File: src/rtl/uart_pkg.sv
// ---------------------------------------------------------------------------
// uart_pkg
// Declarations shared by the UART receive path and the future transmitter:
// the frame width, the default bit period, and the receiver state type.
// No ports (package).
// ---------------------------------------------------------------------------
package uart_pkg;

    // Data bits per frame
    localparam int UART_DATA_BITS = 8;

    // Default bit period in clk cycles: 100 MHz / 115200 baud
    localparam int UART_CLKS_PER_BIT = 868;

    // PARITY is only entered when UART_RX_PARITY_EN is defined
    typedef enum logic [2:0] {
        IDLE,
        START,
        DATA,
        PARITY,
        STOP,
        WAIT_HIGH
    } uart_rx_state_t;

endpackage

File: src/rtl/uart_rx_if.sv
// ---------------------------------------------------------------------------
// uart_rx_if
// Byte write bus between the UART receiver and the downstream byte FIFO.
//   dataOut : received byte, valid while WR is high
//   WR      : single-cycle write strobe into the FIFO
//   full    : FIFO full, returned to the receiver
// Modports:
//   master : the receiver (drives dataOut/WR, observes full)
//   slave  : the FIFO     (observes dataOut/WR, drives full)
// ---------------------------------------------------------------------------
interface uart_rx_if;
    import uart_pkg::*;

    logic [UART_DATA_BITS-1:0] dataOut;
    logic                      WR;
    logic                      full;

    modport master (output dataOut, output WR, input full);
    modport slave  (input dataOut, input WR, output full);

endinterface

File: src/rtl/uart_rx_sync2.sv
// ---------------------------------------------------------------------------
// sync2
// Two-flop synchroniser for a single asynchronous bit. Both flops reset to 1
// so an idle-high serial line shows no spurious falling edge out of reset.
// Ports:
//   clk   : destination clock
//   reset : synchronous, active-high
//   d     : asynchronous input
//   q     : synchronised output (2 cycles of latency)
// ---------------------------------------------------------------------------
module sync2 (
    input  logic clk,
    input  logic reset,
    input  logic d,
    output logic q
);

    logic meta;

    always_ff @(posedge clk) begin
        if (reset) begin
            meta <= 1'b1;
            q    <= 1'b1;
        end else begin
            meta <= d;
            q    <= meta;
        end
    end

endmodule

File: src/rtl/uart_rx.sv
// ---------------------------------------------------------------------------
// uart_rx
// Serial receive front end: synchronises rx, validates the start bit,
// samples 8 data bits LSB-first at mid-bit, checks the stop bit (and the
// parity bit when compiled in) and writes each good byte to the FIFO with a
// one-cycle strobe.
// Build option: define UART_RX_PARITY_EN to add a parity bit between data
// and stop (PARITY_ODD selects the sense); otherwise frames are 8N1 and
// parity_err is constant 0.
// Parameters:
//   CLKS_PER_BIT : clk cycles per bit (>= 4)
//   PARITY_ODD   : 0 = even parity, 1 = odd parity
// Ports:
//   clk        : system clock, rising edge
//   reset      : synchronous, active-high
//   rx         : asynchronous serial line, idle high
//   bus        : FIFO write bus (dataOut, WR out; full in)
//   busy       : high whenever the receiver is not idle
//   frame_err  : one-cycle pulse, stop bit sampled low
//   parity_err : one-cycle pulse, parity mismatch
//   overrun    : one-cycle pulse, good byte dropped because the FIFO was full
// ---------------------------------------------------------------------------
module uart_rx
    import uart_pkg::*;
#(
    parameter int CLKS_PER_BIT = UART_CLKS_PER_BIT,
    parameter int PARITY_ODD   = 0
) (
    input  logic             clk,
    input  logic             reset,
    input  logic             rx,
    uart_rx_if.master        bus,
    output logic             busy,
    output logic             frame_err,
    output logic             parity_err,
    output logic             overrun
);

    localparam int CW = $clog2(CLKS_PER_BIT);

    // Start bit is confirmed half a bit in; later samples are a full bit
    // apart, which lands each one near the middle of its bit.
    localparam logic [CW-1:0] HALF_CNT = CW'((CLKS_PER_BIT - 1) / 2);
    localparam logic [CW-1:0] LAST_CNT = CW'(CLKS_PER_BIT - 1);
    localparam logic [2:0]    LAST_BIT = 3'(UART_DATA_BITS - 1);

    logic                      rxs;
    logic                      rxs_d;
    logic                      bit_tick;
    uart_rx_state_t            state;
    logic [CW-1:0]             cnt;
    logic [2:0]                bit_idx;
    logic [UART_DATA_BITS-1:0] shift;

`ifdef UART_RX_PARITY_EN
    logic                      par_bad;
    logic                      parity_err_q;
    assign parity_err = parity_err_q;
`else
    assign parity_err = 1'b0;
`endif

    sync2 u_sync2 (
        .clk   (clk),
        .reset (reset),
        .d     (rx),
        .q     (rxs)
    );

    assign bit_tick = (cnt == LAST_CNT);

    always_ff @(posedge clk) begin
        if (reset) begin
            rxs_d       <= 1'b1;
            state       <= IDLE;
            cnt         <= '0;
            bit_idx     <= '0;
            shift       <= '0;
            bus.dataOut <= '0;
            bus.WR      <= 1'b0;
            busy        <= 1'b0;
            frame_err   <= 1'b0;
            overrun     <= 1'b0;
`ifdef UART_RX_PARITY_EN
            par_bad      <= 1'b0;
            parity_err_q <= 1'b0;
`endif
        end else begin
            rxs_d     <= rxs;
            bus.WR    <= 1'b0;
            frame_err <= 1'b0;
            overrun   <= 1'b0;
`ifdef UART_RX_PARITY_EN
            parity_err_q <= 1'b0;
`endif

            case (state)
                IDLE: begin
                    if (rxs_d && !rxs) begin
                        state <= START;
                        cnt   <= '0;
                        busy  <= 1'b1;
                    end
                end

                START: begin
                    if (cnt == HALF_CNT) begin
                        cnt <= '0;
                        if (rxs) begin
                            // line went back high: glitch, not a start bit
                            state <= IDLE;
                            busy  <= 1'b0;
                        end else begin
                            state <= DATA;
                        end
                    end else begin
                        cnt <= cnt + 1'b1;
                    end
                end

                DATA: begin
                    if (bit_tick) begin
                        cnt   <= '0;
                        shift <= {rxs, shift[UART_DATA_BITS-1:1]};
                        if (bit_idx == LAST_BIT) begin
                            bit_idx <= '0;
`ifdef UART_RX_PARITY_EN
                            state   <= PARITY;
`else
                            state   <= STOP;
`endif
                        end else begin
                            bit_idx <= bit_idx + 1'b1;
                        end
                    end else begin
                        cnt <= cnt + 1'b1;
                    end
                end

`ifdef UART_RX_PARITY_EN
                PARITY: begin
                    if (bit_tick) begin
                        cnt     <= '0;
                        par_bad <= ^shift ^ rxs ^ PARITY_ODD[0];
                        state   <= STOP;
                    end else begin
                        cnt <= cnt + 1'b1;
                    end
                end
`endif

                STOP: begin
                    if (bit_tick) begin
                        cnt <= '0;
                        if (!rxs) begin
                            // busy stays high until the line recovers
                            frame_err <= 1'b1;
                            state     <= WAIT_HIGH;
`ifdef UART_RX_PARITY_EN
                        end else if (par_bad) begin
                            parity_err_q <= 1'b1;
                            state        <= IDLE;
                            busy         <= 1'b0;
`endif
                        end else if (bus.full) begin
                            overrun <= 1'b1;
                            state   <= IDLE;
                            busy    <= 1'b0;
                        end else begin
                            bus.dataOut <= shift;
                            bus.WR      <= 1'b1;
                            state       <= IDLE;
                            busy        <= 1'b0;
                        end
                    end else begin
                        cnt <= cnt + 1'b1;
                    end
                end

                WAIT_HIGH: begin
                    // a held-low (break) line must not produce repeated frames
                    if (rxs) begin
                        state <= IDLE;
                        busy  <= 1'b0;
                    end
                end

                default: begin
                    state <= IDLE;
                    busy  <= 1'b0;
                end
            endcase
        end
    end

endmodule

File: src/flat_wrapper.sv
// flat-port wrapper written by rule: the top's interface ports become plain ports
module uart_rx_flat import uart_pkg::*;
#(
    parameter int CLKS_PER_BIT = UART_CLKS_PER_BIT,
    parameter int PARITY_ODD   = 0
)
  (clk, reset, rx, busy, frame_err, parity_err, overrun, bus_dataOut, bus_WR, bus_full);
  uart_rx_if bus_i ();
  input  logic clk;
  input  logic reset;
  input  logic rx;
  output logic busy;
  output logic frame_err;
  output logic parity_err;
  output logic overrun;
  output wire logic [$bits(bus_i.dataOut)-1:0] bus_dataOut;
  output wire logic [$bits(bus_i.WR)-1:0] bus_WR;
  input wire logic [$bits(bus_i.full)-1:0] bus_full;
  assign bus_dataOut = bus_i.dataOut;
  assign bus_WR = bus_i.WR;
  assign bus_i.full = bus_full;
  uart_rx #(.CLKS_PER_BIT(CLKS_PER_BIT), .PARITY_ODD(PARITY_ODD)) u_core (.clk(clk), .reset(reset), .rx(rx), .bus(bus_i), .busy(busy), .frame_err(frame_err), .parity_err(parity_err), .overrun(overrun));
endmodule
File: config.mk
export PLATFORM = sky130hd
export DESIGN_NAME = uart_rx_flat
export DESIGN_NICKNAME = d
export VERILOG_FILES = /design/src/rtl/uart_pkg.sv /design/src/rtl/uart_rx_if.sv /design/src/rtl/uart_rx_sync2.sv /design/src/rtl/uart_rx.sv /design/src/flat_wrapper.sv
export SDC_FILE = /design/constraint.sdc
export NUM_CORES = 1
export LEC_CHECK = 0
export BUFFER_PORTS_ARGS = -buffer_cell sky130_fd_sc_hd__buf_2
export CORE_ASPECT_RATIO = 1.2
export CORE_MARGIN = 2
export CORE_UTILIZATION = 42
export CTS_CLUSTER_SIZE = 12
export DETAILED_ROUTE_END_ITERATION = 12
export PLACE_DENSITY = 0.66
export REMOVE_ABC_BUFFERS = 1
export SLEW_MARGIN = 5
export SYNTH_ARGS = -nofsm -noshare
export SYNTH_HDL_FRONTEND = slang
export SYNTH_HIERARCHICAL = 1
export SYNTH_SLANG_ARGS = --single-unit
File: constraint.sdc
create_clock -name clk -period 2.01 [get_ports clk]
set_input_delay 0.402 -clock clk [delete_from_list [all_inputs] [get_ports clk]]
set_output_delay 0.402 -clock clk [all_outputs]
set_load 0.02 [all_outputs]
Yosys cells after proc, flatten, opt, wreduce, memory -nomap -nowiden
Index checks and enable logic that the tools add are counted.
{"block": "word_totals", "ff_bits": 39, "in_bits": 4, "word_cells": 66}
{"block": "op_classes", "add_sub_neg": 2, "n_eq_ne": 13, "n_mux": 22, "n_bitwise": 5, "n_reduce_logical": 12}
{"op": "$mux 10", "n": 3}
{"op": "$pmux 10 s3", "n": 1}
{"op": "$mux 3", "n": 8}
{"op": "$pmux 3 s5", "n": 1}
{"op": "$add 10x1->10 const B", "n": 1}
{"op": "$eq 10x10->1 const B", "n": 1}
{"op": "$eq 10x9->1 const B", "n": 1}
{"op": "$ne 2x1->1 const B", "n": 5}
{"op": "$eq 3x3->1 const B", "n": 3}
{"op": "$reduce_and 4->1", "n": 2}
{"op": "$mux 1", "n": 7}
{"op": "$reduce_and 6->1", "n": 1}
{"op": "$not 1->1", "n": 5}
{"op": "$pmux 1 s5", "n": 1}
{"op": "$reduce_and 2->1", "n": 2}
{"op": "$reduce_or 4->1", "n": 1}
{"op": "$add 3x1->3 const B", "n": 1}
{"op": "$eq 3x1->1 const B", "n": 1}
{"op": "$eq 3x2->1 const B", "n": 1}
{"op": "$logic_not 3->1", "n": 1}
{"op": "$reduce_bool 3->1", "n": 1}
{"op": "$reduce_or 3->1", "n": 1}
{"op": "$mux 2", "n": 1}
{"op": "$ne 2x2->1 const B", "n": 1}
{"op": "other kinds (3)", "n": 3}

Longest topological paths before layout
Gate-level depths: netlist of run 1.
{"block": "depth", "word_depth": 4, "ltp_mapped": 8, "ltp_nobuf": 7}

Modules after synthesis
Netlist of run 1, hierarchy kept.
{"module": "uart_rx", "instances": 1, "cells_each": 197, "area_per_inst_um2": 1742.9, "seq_area_each_um2": 740.7}
{"module": "sync2", "instances": 1, "cells_each": 4, "area_per_inst_um2": 52.6, "seq_area_each_um2": 40.0}

Worst setup path after synthesis of run 1
No wires, ideal clock.
{"block": "synth_timing", "kind": "register -> register", "start": "reg u_core.cnt[0]", "end": "reg u_core.bit_idx[1]", "arrival_time_ps": 1622, "setup_slack_ps": 260, "stages_incl_launch_ff": 9, "synth_period_minus_slack_ps": 1750, "cell_sequence": "dfxtp_1 -> ha_1 -> and4bb_1 -> nand3_2 -> or2_1 -> clkbuf_1 -> buf_4 -> mux2i_1 -> nor2_1"}
{"block": "synth_via", "elab_chain_len": 2}
{"item": "start, declared", "line": "uart_rx.sv:51", "text": "logic [CW-1:0] cnt;"}
{"item": "start signal, assigned", "line": "uart_rx.sv:117", "text": "cnt <= cnt + 1'b1;"}
{"item": "start signal, assigned", "line": "uart_rx.sv:136", "text": "cnt <= cnt + 1'b1;"}
{"item": "start signal, assigned", "line": "uart_rx.sv:176", "text": "cnt <= cnt + 1'b1;"}
{"item": "$eq 10x10->1", "line": "uart_rx.sv:70", "text": "assign bit_tick = (cnt == LAST_CNT);"}
{"item": "$reduce_and 2->1 (no source line)"}
{"item": "end signal, assigned", "line": "uart_rx.sv:133", "text": "bit_idx <= bit_idx + 1'b1;"}
{"item": "end, declared", "line": "uart_rx.sv:52", "text": "logic [2:0] bit_idx;"}
No other way between the ends.
A chain may end at the register's enable or synchronous reset.

Final worst setup path of run 1
{"block": "layout_timing", "start": "reg u_core.cnt[0]", "end": "reg u_core.bit_idx[0]"}
Same word-level chain as after synthesis.

==> summary.md, run 1 <==
| Metric | Value |
|---|---|
| Clock power share | a little over a third |
| Hold Crit Class | in2reg |
| Critical path class | reg2reg |
| Clk_lat worst skew | approximately 300 ps |
| Resized cells post-CTS | 0 |
| Remaining global-route overflow | 0 |
| Peak VDD IR | roughly 0.38 mV |
| Postcts setup bufs | 0 |
| Commonest non-fill, non-tap cell in the layout | dfxtp_1 |
| Starting DRT DRC Count | 98 |
| Sw frac | between 20% and 30% |
| Drt first pass iters | 4 |
| Die extent in x | roughly 64 um |
| I/O pin cnt | 17 |
| Worst slew pin tran | roughly 510 ps |
| Logic pwr share | about a tenth |
| DP Wirelength | roughly 2.4 mm |
| Hold_buf cts | 0 |
| Yosys warning total | 6 |
| Diode count | 0 |
| Register-to-register setup slack | 190 ps |
| Total CTS buffers | 5 |
| Seq/Total Area, Yosys | a little over two fifths |
| Hold endpoint | u_core/u_sync2/meta |
| Synth Instances | roughly 200 |
| Filler instances | 408 |
| Clock-pin transition on the worst setup and hold timing paths | ~80 ps |
| Synth unique cells | 43 |
| Routability cong. | between 0.8 and 0.9 |
| Power per cell area | about 720 nW/um^2 |
| Share of the synthesized area in the top cell type | 43.48% |
| Final Setup Violations | 0 |
| Core area | 4197 sq um |
| Final hold violations | 0 |
| Final Max Slew Viols | 0 |
| Layout Nets | approximately 230 |
| Data arrival, critical path | 2050 ps |
| Die area | around 4800 sq um |
| Critical path fanouts, max | 6 |
| Critical path launch point type | flop |
| Hold path start | rx |
| Post-Layout Cell Count | around 280 |
| Root Buffer | clkbuf_8 |
| Via density per instance | 5.176 |
| Final period util | 90.71% |
| Global-route wire length before repair | around 6 mm |
| GRT Util Overall | 15.63% |
| Share of cells above drive strength 1 | 17.12% |
| Die height | approximately 76 um |
| Critical path required time | approximately 2200 ps |
| Hold Path Cell Cnt | 2 |
| Drt wl/cell | 12.06 um |
| Top post-synthesis cells by area | dfxtp_1, mux2i_1, nor2_1 |
| Total negative slack | 0 ps |
| Worst flop-to-flop path endpoint | u_core/bit_idx[0] |
| Seq pwr share | 54.5% |
| Via count | about 1400 |
| Status | completed |
| Reg area | roughly 800 sq um |
| Max-cap violation count | 0 |
| Initial antenna violation count | 0 |
| Sw power | 392.9 uW |
| CTS tree | done |
| Most frequent cells in the layout | dfxtp_1, nor2_1, mux2i_1, buf_2, nand2_1 |
| Reg2Reg Launch Point | u_core/cnt[0] |
| Post-Route WL | roughly 3.4 mm |
| PortBufs | 15 |
| Internal | ~1.1 mW |
| Vias in the first global route | about 1400 |
| Largest net degree at the start of global routing | 22 |
| CP Capture Type | flop |
| Flops & latches, synth | 39 |
| Fmax | around 550 MHz |
| Num rows | 26 |
| Post-route DRC | 0 |
| Placed Cells | between 200 and 300 |
| H-tree depth | 2 |
| Final Critical Period | ~1800 ps |
| Starting density of the core | a little over two fifths |
| Worst slew margin | 65.68% |
| Num Clock Sinks | 39 |
| Post-route ant nets | 0 |
| Leak | around 0.96 nW |
| Synthesized cell area | 1795 sq um |
| Multi-input logic area | 947.2 sq um |
| RSZ-0062 raised after global routing | false |
| Synth-to-layout area growth | 14.22% |
| Clk_skew | 9.727 ps |
| R2R depth | 6 |
| Avg Inst Size Synth | around 8.9 sq um |
| Max Root-Sink Buffers | 2 |
| Area leader, netlist | dfxtp_1 |
## metrics by stage
| step | hold WS (ps) | area, sq um | setup slack (ps) | total power [mW] | util, % |
|---|---|---|---|---|---|
| finish | 293.1 | 2051 | 186.7 | 1.477 | 48.87 |
| global route | 290.0 | 2051 | 33.86 | 1.552 | 48.87 |
| CTS | 284.0 | 2047 | 72.73 | 1.496 | 48.78 |
| detailed placement | 392.1 | 1958 | 74.91 | 0.9599 | 46.66 |
| global placement | 391.6 | 1958 | 163.1 | 0.9560 | 46.66 |
| floorplan | 385.4 | 1738 | 112.2 | 0.9060 | - |
## cell usage after synthesis, drive strengths merged
master   instances
nor4             4
and3             3
nor3             5
dfxtp           39
ha               4
o21a             2
xnor2            1
o211a            1
nor2            30
a211oi           2
nor4bb           1
buf              7
nand3            3
inv              3
o21ai           12
and4             1
a21oi            5
nand2           15
nor2b            1
mux2i           19
a31oi            4
o211ai           1
o22ai            1
or2              3
conb             1
a2bb2oi          1
or3              2
clkbuf           5
and2             2
nand2b           4
nor3b            5
a2111oi          1
a21o             7
a221o            1
and4bb           2
o21bai           2
o31a             1
## worst max-delay path, stage by stage, from the launching register on
cell      delay (ps)
dfxtp_2          380
ha_1             210
and4bb_1         270
nand3_2          160
or2_1            290
or3_1            310
a21oi_1          140
## layout make-up
class,count,share of cell area [%]
Inverter,3,0.5491
Clock inverter,3,0.9762
Clock buffer,5,3.356
Multi-Input combinational cell,147,46.19
Tap cell,56,3.417
Timing Repair Buffer,25,7.322
Sequential cell,39,38.19
## power by group through the flow
| stage | combinational, mW | clock, mW | sequential (mW) |
|---|---|---|---|
| after CTS | 0.139 | 0.554 | 0.804 |
| after detailed placement | 0.137 | 0 | 0.823 |
| after global placement | 0.135 | 0 | 0.821 |
| after global routing | 0.158 | 0.586 | 0.808 |
| after floorplan | 0.0825 | 0 | 0.823 |
| final | 0.138 | 0.534 | 0.805 |
## per-layer routing
layer  GRT usage [%]  part of all wire, %  wire length, um  vias up
met5               0                    0                0        -
met2           27.37                   51             1695       29
met4           7.729                  1.1               37        0
met3           4.727                  3.8              129        4
met1           17.58                   44             1491      660
li1                -                    -                -      746
## cell families after synthesis
logic type | Yosys count | synth area share [%]
AND/OR/NAND/NOR | 81 | 23.69
AO/OA/AOI/OAI | 41 | 14.91
flip-flops | 39 | 43.48
multiplexers | 19 | 10.59
buffers and inverters | 15 | 3.832
adder cells (fa/ha/maj) | 4 | 2.788
other | 1 | 0.2089
XOR/XNOR | 1 | 0.4879
## registers in the layout, summed over array words and instances, names as in the netlist, 3 cells and up
| name | flops |
|---|---|
| u_core/bit_idx | 3 |
| u_core/shift | 8 |
| u_core/bus.dataOut | 8 |
| u_core/cnt | 10 |
| u_core/state | 3 |
## worst max path at each step
stage          slack, ps                end         startpoint  cells after the start
5_1_grt               30  u_core/bit_idx[0]      u_core/cnt[0]                      6
2_1_floorplan        110  u_core/bit_idx[0]      u_core/cnt[0]                      6
3_3_place_gp         160  u_core/bit_idx[0]      u_core/cnt[0]                      6
4_1_cts               70    u_core/state[1]  u_core/bit_idx[0]                      6
6_report             190  u_core/bit_idx[0]      u_core/cnt[0]                      6
3_5_place_dp          70    u_core/state[1]  u_core/bit_idx[0]                      6
No activity file was read; power rests on OpenSTA's default activity.
==> inputs of run 2 (changes only) <==
- CORE_UTILIZATION: 42 -> 30
- PLACE_DENSITY: 0.66 -> 0.52
==> run 2 against run 1 <==
Cell count up 8.6%. Clock power down 2%. Clock-buffer cell count unchanged. Via count down 0.14%. Design area up 1.9%. Global-route usage down 3.6 points. Non-clock buffer count unchanged. Power down 0.14%. First-iteration DRC count down 6.1%. Register-to-register slack about the same. Sequential share of layout area down 0.77 points. Combinational power up 10%. Critical path type unchanged. Largest power group unchanged. Highest routed layer unchanged.
==> summary.md, run 2 (synthesis results as in run 1) <==
| Metric | Value |
|---|---|
| Status | completed (unchanged) |
| Critical path fanouts, max | 13 (was 6) |
| Worst-path cell chain | buf_4, ha_1, and4bb_2, a31oi_1, o21ai_1, buf_4, nor4_1, a21o_1 (was ha_1, and4bb_1, nand3_2, or2_1, or3_1, a21oi_1) |
| Most frequent cells in the layout | dfxtp_1, nor2_1, mux2i_1, buf_2, nand2_1 (unchanged) |
| Critical path class | reg2reg (unchanged) |
| Final period util | 90.29% (was 90.71%) |
| Commonest non-fill, non-tap cell in the layout | dfxtp_1 (unchanged) |
| Layout Nets | 229 (unchanged) |
| Grt peak-use layer | met2 (unchanged) |
| Clk_lat worst skew | 280 ps (was 300 ps) |
| Total CTS buffers | 5 (unchanged) |
| Hold_buf cts | 0 (unchanged) |
| Max reg flops | 10 (unchanged) |
| Diode count | 0 (unchanged) |
| M1 GR Usage | 15.06% (was 17.58%) |
| Core area | 5705 sq um (was 4197 sq um) |
| GRT Util Overall | 12.06% (was 15.63%) |
| Initial antenna violation count | 0 (unchanged) |
| Routability cong. | 0.7798 (was 0.8330) |
| Sw power | 385.8 uW (was 392.9 uW) |
| Via density per instance | 4.758 (was 5.176) |
| Sw frac | 26.15% (was 26.60%) |
| Starting density of the core | 31.47% (was 42.78%) |
| Data arrival, critical path | 2050 ps (about the same) |
| Final Setup Violations | 0 (unchanged) |
| Max Root-Sink Buffers | 2 (unchanged) |
| Register-to-register setup slack | 200 ps (was 190 ps) |
| Max-cap violation count | 0 (unchanged) |
| Post-Route WL | 3.500 mm (was 3.354 mm) |
| Die extent in x | 74.62 um (was 63.69 um) |
| Post-Layout Cell Count | 302 (was 278) |
| Leak | 0.9661 nW (was 0.9583 nW) |
| Critical path launch point type | flop (unchanged) |
| Starting DRT DRC Count | 92 (was 98) |
| DP Wirelength | 2.503 mm (was 2.398 mm) |
| Share of cells above drive strength 1 | 18.02% (was 17.12%) |
| Most used cell, CP | buf_4 |
| I/O pin cnt | 17 (unchanged) |
| R2R depth | 8 (was 6) |
| Peak VDD IR | 0.2650 mV (was 0.3753 mV) |
| Logic pwr share | 10.3% (was 9.4%) |
| Drt wl/cell | 11.59 um (was 12.06 um) |
| Cell family with most CP delay | simple AND/OR/NAND/NOR gates (unchanged) |
| Worst flop-to-flop path endpoint | u_core/cnt[5] (was u_core/bit_idx[0]) |
| CTS tree | done (unchanged) |
| Num rows | 30 (was 26) |
| RSZ-0062 raised after global routing | false (unchanged) |
| Top flop regs | u_core/cnt (10), u_core/bus.dataOut (8), u_core/shift (8) (unchanged) |
| CP Capture Type | flop (unchanged) |
| Power per cell area | 705.9 nW/um^2 (was 720.2 nW/um^2) |
| Clock power share | 35.5% (was 36.1%) |
| Vias in the first global route | 1319 (was 1350) |
| Num Clock Sinks | 39 (unchanged) |
| Via count | 1437 (was 1439) |
| Largest net degree at the start of global routing | 29 (was 22) |
| Remaining global-route overflow | 0 (unchanged) |
| Hold Crit Class | in2reg (unchanged) |
| Die height | 88.75 um (was 75.63 um) |
| Hold endpoint | u_core/u_sync2/meta (unchanged) |
| CP bufs+invs | 2 (was 0) |
| Hold path start | rx (unchanged) |
| PortBufs | 15 (unchanged) |
| Clock-pin transition on the worst setup and hold timing paths | 80 ps (about the same) |
| CP max-delay cell | dfxtp_1 (was dfxtp_2) |
| Reg2Reg Launch Point | u_core/cnt[0] (unchanged) |
| Max incr delay on CP | 320 ps (was 380 ps) |
| Root Buffer | clkbuf_8 (unchanged) |
| Placed Cells | 294 (was 270) |
| H-tree depth | 2 (unchanged) |
| Global-route wire length before repair | 6.203 mm (was 5.871 mm) |
| Final Critical Period | 1815 ps (was 1823 ps) |
| Clk_skew | 2.238 ps (was 9.727 ps) |
| Fmax | 551.0 MHz (was 548.5 MHz) |
| Critical path required time | 2250 ps (was 2240 ps) |
| Drt first pass iters | 4 (unchanged) |
| Post-route DRC | 0 (unchanged) |
| Total negative slack | 0 ps (unchanged) |
| Internal | 1.089 mW (was 1.084 mW) |
| Die area | 6622 sq um (was 4816 sq um) |
| Seq pwr share | 54.2% (was 54.5%) |
| Final hold violations | 0 (unchanged) |
| Final Max Slew Viols | 0 (unchanged) |
| Filler instances | 602 (was 408) |
| Hold Path Cell Cnt | 2 (unchanged) |
| Most flops, register | u_core/cnt (unchanged) |
| Met2 Use GR | 19.31% (was 27.37%) |
| Met3 Usage GRT | 3.645% (was 4.727%) |
| Synth-to-layout area growth | 16.38% (was 14.22%) |
| Post-route ant nets | 0 (unchanged) |
## run 2: cell counts in the layout (fill, tap and decap cells not counted)
No cell type changed its count.
## run 2: layout make-up
class / instances / area, sq um / area share (%)
clock buffers: 5 / 68.82 / 3.293
clock inverters: 3 / 20.02 / 0.9581
inverters: 3 / 11.26 / 0.5389
multi-input cells: 147 / 957.2 / 45.81
flip-flops and latches: 39 / 782.0 / 37.43
well taps: 80 / 100.1 / 4.790
repair buffers: 25 / 150.1 / 7.186
## run 2: how the worst max path moves through the flow
stage / startpoint / endpoint / slack, ps / depth (start not counted)
4_1_cts: u_core/bit_idx[0] / u_core/state[2] / 90 / 6
2_1_floorplan: u_core/cnt[0] / u_core/bit_idx[0] / 110 / 6
3_3_place_gp: u_core/cnt[1] / u_core/bus.dataOut[0] / 140 / 6
6_report: u_core/cnt[0] / u_core/cnt[5] / 200 / 8
3_5_place_dp: u_core/bit_idx[0] / u_core/state[2] / 110 / 6
5_1_grt: u_core/cnt[1] / u_core/shift[1] / 30 / 7
## run 2: power by group through the flow
| stage | combinational (mW) | sequential [mW] | clock [mW] |
|---|---|---|---|
| after floorplan | 0.0825 | 0.823 | 0 |
| after CTS | 0.149 | 0.799 | 0.546 |
| after global routing | 0.174 | 0.802 | 0.579 |
| final | 0.152 | 0.799 | 0.524 |
| after global placement | 0.150 | 0.818 | 0 |
| after detailed placement | 0.148 | 0.818 | 0 |
## run 2: what timing repair did
action / 4_1_cts / 5_1_grt
gates resized for setup: 0 / 5
buffers inserted: 0 / 0
setup endpoints to repair: 0 / 20
## run 2: metal layers
layer	part of all wire, %	routed length [um]
met5	0	0
met4	1.5	51
met3	3.5	121
met2	48	1682
met1	47	1645
## run 2: metrics by stage
stage | hold WS (ps) | setup slack [ps] | util [%] | area, sq um | power, mW
3_5_place_dp | 397.8 | 106.5 | 34.85 | 1988 | 0.9656
2_1_floorplan | 385.4 | 112.2 | - | 1738 | 0.9060
3_3_place_gp | 403.7 | 136.1 | 34.85 | 1988 | 0.9674
4_1_cts | 284.1 | 90.16 | 36.40 | 2077 | 1.494
5_1_grt | 298.1 | 31.41 | 36.62 | 2090 | 1.554
6_report | 292.4 | 195.3 | 36.62 | 2090 | 1.475
==> inputs of run 3 (changes only) <==
==> constraint.sdc (replaced) <==
create_clock -name clk -period 2.01 [get_ports clk]
set_input_delay 0.1005 -clock clk [delete_from_list [all_inputs] [get_ports clk]]
set_output_delay 0.1005 -clock clk [all_outputs]
set_load 0.02 [all_outputs]
==> run 3 against run 2 <==
Clock power about the same. Clock-buffer cell count unchanged. Via count up 1.8%. Global-route usage about the same. Sequential share of layout area up 0.38 points. Critical path type unchanged. Largest cell class unchanged.
==> summary.md, run 3 (synthesis results as in run 1) <==
| Metric | Value |
|---|---|
| Status | completed (unchanged) |
| Via density per instance | 4.877 (was 4.758) |
| Clk_skew | 7.195 ps (was 2.238 ps) |
| Worst slew margin | 63.61% |
| Hold path start | reset (was rx) |
| Die extent in x | 74.62 um (unchanged) |
| Share of cells above drive strength 1 | 16.82% (was 18.02%) |
| Most flops, register | u_core/cnt (unchanged) |
| Final period util | 90.11% (was 90.29%) |
| Layout Nets | 227 (was 229) |
| Global-route wire length before repair | 6.230 mm (was 6.203 mm) |
| Worst flop-to-flop path endpoint | u_core/shift[7] (was u_core/cnt[5]) |
| Drt first pass iters | 4 (unchanged) |
| Register-to-register setup slack | 200 ps (about the same) |
| Max reg flops | 10 (unchanged) |
| Pre-CTS setup slack | 58.17 ps (was 106.5 ps) |
| Postcts setup bufs | 0 (unchanged) |
| GRT Util Overall | 12.07% (was 12.06%) |
| Post-route ant nets | 0 (unchanged) |
| Reg area | 783.3 sq um (was 782.0 sq um) |
| Critical path required time | 2180 ps (was 2250 ps) |
| DP Wirelength | 2.528 mm (was 2.503 mm) |
| Final Critical Period | 1811 ps (was 1815 ps) |
| I/O pin cnt | 17 (unchanged) |
| Worst slew pin tran | 532.1 ps |
| Max-cap violation count | 0 (unchanged) |
| Data arrival, critical path | 1980 ps (was 2050 ps) |
| Starting DRT DRC Count | 76 (was 92) |
| Critical path fanouts, max | 11 (was 13) |
| Clk_lat worst skew | 290 ps (was 280 ps) |
| Remaining global-route overflow | 0 (unchanged) |
| Clock-pin transition on the worst setup and hold timing paths | 70 ps (was 80 ps) |
| Diode count | 0 (unchanged) |
| Most frequent cells in the layout | dfxtp_1, nor2_1, mux2i_1, buf_2, nand2_1 (unchanged) |
| Total CTS buffers | 5 (unchanged) |
| Post-route DRC | 0 (unchanged) |
| Max Root-Sink Buffers | 2 (unchanged) |
| Power per cell area | 707.9 nW/um^2 (was 705.9 nW/um^2) |
| Critical Path Source | u_core/cnt[0] (unchanged) |
| Top flop regs | u_core/cnt (10), u_core/bus.dataOut (8), u_core/shift (8) (unchanged) |
| Largest net degree at the start of global routing | 29 (unchanged) |
| Hold Path Cell Cnt | 2 (unchanged) |
| Worst-path cell chain | ha_2, and4bb_1, nand3_2, or2_1, buf_4, mux2i_1, nor2_1 (was buf_4, ha_1, and4bb_2, a31oi_1, o21ai_1, buf_4, nor4_1, a21o_1) |
| PortBufs | 15 (unchanged) |
| Peak VDD IR | 0.2795 mV (was 0.2650 mV) |
| Total negative slack | 0 ps (unchanged) |
| CP max-delay cell | dfxtp_2 (was dfxtp_1) |
| CP Capture Type | flop (unchanged) |
| Max incr delay on CP | 380 ps (was 320 ps) |
| Vias in the first global route | 1376 (was 1319) |
| Final Max Slew Viols | 0 (unchanged) |
| Synth-to-layout area growth | 15.40% (was 16.38%) |
| Routability cong. | 0.7660 (was 0.7798) |
| Fmax | 552.1 MHz (was 551.0 MHz) |
| Final WS setup | 198.7 ps (was 195.3 ps) |
| Num rows | 30 (unchanged) |
| Initial antenna violation count | 0 (unchanged) |
| Num Clock Sinks | 39 (unchanged) |
| Hold endpoint | u_core/cnt[0] (was u_core/u_sync2/meta) |
| Drt wl/cell | 11.65 um (was 11.59 um) |
| Critical path launch point type | flop (unchanged) |
| Starting density of the core | 31.47% (unchanged) |
| Core area | 5705 sq um (unchanged) |
| Post-Route WL | 3.495 mm (was 3.500 mm) |
| Commonest non-fill, non-tap cell in the layout | dfxtp_1 (unchanged) |
| CTS tree | done (unchanged) |
| Filler instances | 625 (was 602) |
| R2R depth | 7 (was 8) |
| Final Setup Violations | 0 (unchanged) |
| Via count | 1463 (was 1437) |
| Die area | 6622 sq um (unchanged) |
| Leak | 0.9481 nW (was 0.9661 nW) |
| Root Buffer | clkbuf_8 (unchanged) |
| Final hold violations | 0 (unchanged) |
| Die height | 88.75 um (unchanged) |
| Reg2Reg Launch Point | u_core/cnt[0] (unchanged) |
| Hold Crit Class | in2reg (unchanged) |
| RSZ-0062 raised after global routing | false (unchanged) |
| Multi-input logic area | 950.9 sq um (was 957.2 sq um) |
| Critical path class | reg2reg (unchanged) |
| H-tree depth | 2 (unchanged) |
## run 3: cell types whose count changed in the layout (fill, tap and decap cells not counted), sizes merged
cell / before / now
dlygate4sd3: 0 / 1
buf: 25 / 22
## run 3: critical path: cells and delay by family, from the launching register on
kind,cells,cell delay (ps)
buf+inv,1,200
fa+ha+maj,1,210
simple gates,4,730
mux,1,170
flops,1,380
## run 3: where the power goes
group          switching, mW  leakage, nW  internal [mW]
Sequential            0.0171        0.316          0.785
Combinational         0.0836        0.592         0.0575
Clock                  0.282       0.0402          0.241
Total                  0.383        0.948           1.08
## run 3: area by class of cell
class / instances / area share (%)
Inverter: 3 / 0.5435
Tap cell: 80 / 4.831
Sequential cell: 39 / 37.80
Timing Repair Buffer: 23 / 6.643
Clock inverter: 3 / 0.9662
Clock buffer: 5 / 3.321
Multi-Input combinational cell: 147 / 45.89
## run 3: per-stage QoR
stage / area [sq um] / total power [mW] / utilization, % / hold slack, ps / instances
2_1_floorplan: 1738 / 0.9060 / - / 169.6 / 189
3_3_place_gp: 1966 / 0.9590 / 34.45 / 295.0 / 291
3_5_place_dp: 1966 / 0.9590 / 34.45 / 295.8 / 291
4_1_cts: 2064 / 1.497 / 36.18 / 56.30 / 300
5_1_grt: 2072 / 1.554 / 36.32 / 69.63 / 300
6_report: 2072 / 1.467 / 36.32 / 61.30 / 300
## run 3: worst max-delay path by stage
stage	to	slack, ps
floorplan	u_core/bit_idx[0]	110
global placement	u_core/bus.dataOut[0]	90
detailed placement	u_core/bus.dataOut[5]	60
CTS	u_core/bus.dataOut[0]	50
global route	u_core/state[1]	10
finish	u_core/shift[7]	200
## run 3: repair_timing
action	4_1_cts	5_1_grt
endpoints found under the setup margin	0	25
hold buffers	1	0
gates resized for setup	0	5
endpoints found under the hold margin	1	0
## run 3: per-layer routing
metal / wire (um) / up-vias / global-route usage (%) / part of all wire [%]
li1: - / 744 / - / -
met1: 1725 / 701 / 14.93 / 49
met2: 1614 / 16 / 19.55 / 46
met3: 124 / 2 / 3.531 / 3.5
met4: 31 / 0 / 4.870 / 0.89
met5: 0 / - / 0 / 0
